File: src/rtl/riscv_test_monitor.sv
// riscv_test_monitor: end-of-test monitor on the core fetch port with a sticky pass/fail/timeout verdict.
// Ports: clk_i, rst_i (sync, active-high), enable_i; fetch snoop mem_i_rd_i/mem_i_accept_i/mem_i_pc_i;
// compare operands cmp_a_i/cmp_b_i; verdict done_o/pass_o/fail_o/status_o; counters cycle_count_o,
// fetch_count_o, last_pc_o, pc_change_o. Optional stall verdict: RISCV_TEST_MONITOR_STALL_DETECT_EN.
module riscv_test_monitor #(
  parameter logic [31:0] PASS_PC        = 32'h8000012c,
  parameter logic [31:0] FAIL_PC        = 32'h80000130,
  parameter int          TIMEOUT_CYCLES = 2000,
  parameter int          CYCLE_W        = 32,
  parameter int          STALL_CYCLES   = 64
) (
  input  logic               clk_i,
  input  logic               rst_i,
  input  logic               enable_i,
  input  logic               mem_i_rd_i,
  input  logic               mem_i_accept_i,
  input  logic [31:0]        mem_i_pc_i,
  input  logic [31:0]        cmp_a_i,
  input  logic [31:0]        cmp_b_i,
  output logic               done_o,
  output logic               pass_o,
  output logic               fail_o,
  output logic [2:0]         status_o,
  output logic [CYCLE_W-1:0] cycle_count_o,
  output logic [31:0]        fetch_count_o,
  output logic [31:0]        last_pc_o,
  output logic               pc_change_o
);
  typedef enum logic [1:0] {S_IDLE, S_RUN, S_CHECK, S_DONE} state_t;
  state_t state;
  logic fire, pass_hit, fail_hit, tmo_hit, stall_hit, cmp_eq;
  logic [CYCLE_W-1:0] cyc_next;
  assign fire     = mem_i_rd_i & mem_i_accept_i;
  assign pass_hit = fire && mem_i_pc_i == PASS_PC;
  assign fail_hit = fire && mem_i_pc_i == FAIL_PC && !pass_hit;
  assign tmo_hit  = cycle_count_o == CYCLE_W'(TIMEOUT_CYCLES - 1);
  assign cmp_eq   = cmp_a_i == cmp_b_i;
  assign cyc_next = &cycle_count_o ? cycle_count_o : cycle_count_o + CYCLE_W'(1);
`ifdef RISCV_TEST_MONITOR_STALL_DETECT_EN
  localparam int IW = $clog2(STALL_CYCLES + 1);
  logic [IW-1:0] idle_cnt;
  assign stall_hit = !fire && idle_cnt == IW'(STALL_CYCLES - 1);
`else
  // No idle counter in this build, so the stall verdict can never be taken.
  assign stall_hit = STALL_CYCLES < 0;
`endif
  always_ff @(posedge clk_i) begin
    if (rst_i) begin
      state         <= S_IDLE;
      status_o      <= 3'd0;
      done_o        <= 1'b0;
      pass_o        <= 1'b0;
      fail_o        <= 1'b0;
      cycle_count_o <= '0;
      fetch_count_o <= '0;
      last_pc_o     <= '0;
      pc_change_o   <= 1'b0;
`ifdef RISCV_TEST_MONITOR_STALL_DETECT_EN
      idle_cnt      <= '0;
`endif
    end else begin
      pc_change_o <= 1'b0;
      case (state)
        S_IDLE: if (enable_i) begin
          state    <= S_RUN;
          status_o <= 3'd1;
        end
        S_RUN: if (enable_i) begin
          cycle_count_o <= cyc_next;
          if (fire) begin
            fetch_count_o <= fetch_count_o + 32'd1;
            last_pc_o     <= mem_i_pc_i;
            // A pass hit enters DONE directly, where pc_change_o must stay low.
            pc_change_o   <= mem_i_pc_i != last_pc_o && !pass_hit;
          end
`ifdef RISCV_TEST_MONITOR_STALL_DETECT_EN
          idle_cnt <= fire ? '0 : idle_cnt + IW'(1);
`endif
          if (pass_hit) begin
            state    <= S_DONE;
            status_o <= 3'd2;
            done_o   <= 1'b1;
            pass_o   <= 1'b1;
          end else if (fail_hit) begin
            state <= S_CHECK;
          end else if (tmo_hit || stall_hit) begin
            state    <= S_DONE;
            status_o <= tmo_hit ? 3'd5 : 3'd6;
            done_o   <= 1'b1;
            fail_o   <= 1'b1;
          end
        end
        // One settle cycle for the register write-back before comparing.
        S_CHECK: begin
          cycle_count_o <= cyc_next;
          state         <= S_DONE;
          status_o      <= cmp_eq ? 3'd3 : 3'd4;
          done_o        <= 1'b1;
          pass_o        <= cmp_eq;
          fail_o        <= !cmp_eq;
        end
        S_DONE: ;
        default: state <= S_IDLE;
      endcase
    end
  end
endmodule

File: config.mk
export PLATFORM = sky130hd
export DESIGN_NAME = riscv_test_monitor
export DESIGN_NICKNAME = d
export VERILOG_FILES = /design/src/rtl/riscv_test_monitor.sv
export SDC_FILE = /design/constraint.sdc
export NUM_CORES = 1
export LEC_CHECK = 0
export CAP_MARGIN = 20
export CELL_PAD_IN_SITES_DETAIL_PLACEMENT = 1
export CELL_PAD_IN_SITES_GLOBAL_PLACEMENT = 2
export CORE_ASPECT_RATIO = 0.6
export CORE_MARGIN = 2
export CORE_UTILIZATION = 38
export DETAILED_ROUTE_END_ITERATION = 16
export DONT_BUFFER_PORTS = 1
export HOLD_SLACK_MARGIN = 0.02
export PLACE_DENSITY = 0.95
export SYNTH_ARGS = -nofsm -noshare
export SYNTH_HDL_FRONTEND = slang
export SYNTH_SLANG_ARGS = --single-unit
File: constraint.sdc
create_clock -name clk_i -period 5.5 [get_ports clk_i]
set_input_delay 0.825 -clock clk_i [delete_from_list [all_inputs] [get_ports clk_i]]
set_output_delay 0.825 -clock clk_i [all_outputs]
set_load 0.01 [all_outputs]
==> results.tsv <==
stage	metric	value	unit
timing	Fin. Hold Viols	0	
clocking	Post-CTS Resized	0	
worst_setup_path	Worst R2R Path Depth	6	
clocking	clk sink count	105	
floorplan	Starting Density	38.8	%
worst_setup_path	Worst Setup Path Type	in2reg	
yosys	Compound-Gate Fraction of Synth Area	9.13	%
routing	drc violations	0	
global_route	GRT Overall Usage	21.8	%
yosys	count of cell types in the netlist	47	
power	Comb power frac	16.9	%
global_route	largest net degree at the start of global routing	105	
yosys	Avg Inst Size Synth	8.15	µm²
floorplan	total die area	14900	µm²
yosys	Syn Std Cell Area	5290	µm²
floorplan	Ports	204	
worst_setup_path	WP data required	5.74	ns
power	Power Density	312	nW/µm²
final_layout	Finished Cell Area	5690	µm²
min_path	worst min path class	reg2reg	
clocking	clock root buffer	clkbuf_16	
power	sw power	0.000550	W
worst_setup_path	RR Endpoint	cycle_count_o[19]	
routing	WL final	16.2	mm
yosys	Post-Syn Nets	756	
timing	fmax	359	MHz
worst_setup_path	worst endpoint data arrival time	3.02	ns
timing	# setup viols final	0	
worst_setup_path	Cell Chain, Critical Path	nor4b_1, nand4_1, o31ai_1, or4b_1, nand2_1, a221oi_1	
worst_setup_path	Max stage delay cell, worst path	o31ai_1	
yosys	mux cell area share after synthesis	0.189	%
yosys	most common flop cell mapped by yosys	dfxtp_1	
yosys	Synth top area share	39.7	%
routing	initial drt markers	365	
timing	setup TNS	0	ns
final_layout	Area Overhead vs Synth	7.59	%
final_layout	Antenna Cells	0	
worst_setup_path	slowest cell delay on critical path	0.90	ns
yosys	ranking of synthesized cells by area	dfxtp_1 40%, xor2_1 9.4%, xnor2_1 8.8%	
global_route	antenna violations before repair	0	
routing	Metal-1 WL	7.22	mm
routing	routed vias	4725	
worst_setup_path	worst-path fanout max	8	
yosys	Post-synth EDFFs	0	
placement	IO buf count	0	
power	clock power share	35.3	%
floorplan	Die X	156	µm
clocking	CTS clock-pin slew for the worst setup and hold paths	0.07	ns
clocking	hold_buf cts	0	
timing	Final Max Slew Viols	0	
yosys	Post-synth ARST share	0	%
yosys	largest family of logic cells by synthesized area	simple AND/OR/NAND/NOR gates	
timing	minimum clock period	2.79	ns
timing	Hold Slack	0.537	ns
routing	wire length on met2	7.54	mm
timing	slew at the pin with the worst max-slew slack	0.980	ns
power	Sequential Power Share	47.8	%
worst_setup_path	Startpoint Class	primary input	
placement	Detail Placement HPWL	12.5	mm
worst_setup_path	crit end category	register	
worst_setup_path	R2R Setup Slk	2.76	ns
routing	vias per inst	5.79	
yosys	YS warnings	0	
floorplan	Core ar.	13600	µm²
power	VDD IR-drop max	0.000133	V
final_layout	Nets	743	
clocking	H-Tree Depth	3	
routing	Wirelength per Cell	19.9	µm
placement	Routability Congestion	0.897	
yosys	Synth Area in Simple Gates	27.8	%
yosys	#FFs+latches synth	105	
run_status	outcome	finished, final reports clean	
worst_setup_path	RR Startpoint	cycle_count_o[16]	
clocking	CTS tree	built	
routing	antenna-violating nets left	0	
min_path	worst hold endpoint	last_pc_o[11]	
global_route	GR Overflow Total	0	
power	Static Leakage	1.76	nW
min_path	Hold Startpoint	last_pc_o[11]	
clocking	Clock Path Buffers	2	
clocking	# Post-CTS Setup Buffers	0	
timing	Setup Skew	0.0120	ns
yosys	Post-Synthesis Cells	649	
timing	RSZ-0062 raised after global routing	false	
power	cell-internal power	0.00123	W
floorplan	Die H	95.4	µm
placement	Placed Area	5410	µm²
clocking	worst skew pair latency	0.34	ns
floorplan	Core Rows	33	
routing	First-pass DRT Iterations	4	
yosys	Post-Synth XOR/XNOR Area	18.2	%
final_layout	ratio of cells with drive above 1 in the final layout	4.21	%
routing	DR WL met3	1.26	mm
min_path	hold depth	2	
global_route	vias in the first global route	4826	
global_route	global-route wire length before repair	25.4	mm
timing	Period Utilization, post-route	50.7	%
yosys	sequential fraction of the synthesis area	39.7	%
routing	Top Metal Used	met4	
yosys	Synth Area in Adders	1.42	%
clocking	Num CTS Buffers	9	
power	Sw Ratio	30.9	%
timing	Max-slew headroom	34.1	%
job	maxcap violations	0	
yosys	Synth area leader	dfxtp_1	
==> through the flow <==
stage               setup slack, ns  utilization, %  std cells  power [W]
CTS                            2.76            41.8        816    0.00179
detailed placement             2.43            39.7        800    0.00117
global route                   2.50            41.8        816    0.00187
global placement               2.50            39.7        800    0.00115
finish                         2.71            41.8        816    0.00178
floorplan                      3.04               -        649    0.00109
==> final cells by class <==
class	instances	area, µm²
clock buffer	10	229
clock inverter	6	60.1
fill	1623	7930
inverter	15	56.3
multi-input combinational	502	3010
sequential	105	2100
tap	175	219
timing repair buffer	3	22.5
==> cells by family (layout without fill, tap and decap cells) <==
| kind of cell | Yosys count | after routing |
|---|---|---|
| simple gates | 298 | 298 |
| xor+xnor | 110 | 110 |
| fa+ha+maj | 6 | 6 |
| mux | 1 | 1 |
| buf+inv | 42 | 34 |
| flops | 105 | 105 |
| compound gates | 87 | 87 |
==> sequential cells by signal, indices dropped and copies added, names as in the netlist <==
signal	cells
fail_o	1
pass_o	1
status_o	3
pc_change_o	1
state	2
cycle_count_o	32
fetch_count_o	32
last_pc_o	32
done_o	1
==> Yosys cell counts (all sizes together), types with 2 or more instances <==
master	number
o31ai	2
nor4	24
and4	3
and2	3
inv	15
clkbuf	20
a211oi	2
a21oi	54
nor2	58
o21ai	18
nor3	20
nor4b	3
ha	6
nand3	27
nand2	93
and4b	2
or2	2
o21a	2
buf	7
dfxtp	105
xnor2	53
nand4	30
or3	19
o32ai	2
xor2	57
and3	8
or4	2
==> power groups by stage <==
stage	registers (W)	clock network, W	logic [W]
5_1_grt	0.000853	0.000672	0.000343
3_3_place_gp	0.000865	0	0.000284
2_1_floorplan	0.000851	0	0.000238
4_1_cts	0.000850	0.000643	0.000302
3_5_place_dp	0.000868	0	0.000300
6_report	0.000850	0.000627	0.000301
==> per-layer routing <==
layer	GRT usage [%]	up-vias
met5	0	-
met4	4.97	0
met3	6.77	14
met2	36.7	170
li1	-	2216
met1	27.6	2325
==> worst max-delay path, delay by kind of cell <==
| family | cells | cell delay [ns] |
|---|---|---|
| AO/OA/AOI/OAI | 2 | 1.19 |
| AND/OR/NAND/NOR | 4 | 1.00 |
==> cell usage in the layout (no fill, tap or decap), types with 2 or more instances in the layout <==
cell type,synthesis,routed
a211oi_1,2,2
a21oi_1,54,54
and2_1,3,3
and3_1,7,7
and4_1,3,3
and4b_1,2,2
buf_4,0,3
clkbuf_16,0,9
clkinv_4,0,3
dfxtp_1,105,105
ha_1,6,6
inv_1,15,15
inv_8,0,3
nand2_1,93,93
nand3_1,26,26
nand4_1,30,30
nor2_1,58,58
nor3_1,20,20
nor4_1,23,23
nor4b_1,3,3
o21a_1,2,2
o21ai_0,18,18
o31ai_1,2,2
o32ai_1,2,2
or2_2,2,2
or3_1,18,18
or4_1,2,2
xnor2_1,53,53
xor2_1,57,57
==> worst max path at each step <==
stage	startpoint	to	slack, ns	cells after the start
after floorplan	mem_i_pc_i[6]	fail_o	3.04	6
after global placement	mem_i_pc_i[24]	fail_o	2.50	6
after detailed placement	mem_i_pc_i[24]	fail_o	2.43	6
after CTS	mem_i_pc_i[24]	fail_o	2.76	6
after global routing	mem_i_pc_i[24]	fail_o	2.50	6
final	mem_i_pc_i[20]	fail_o	2.71	6
Note: power is estimated with default switching activity, not from simulation.
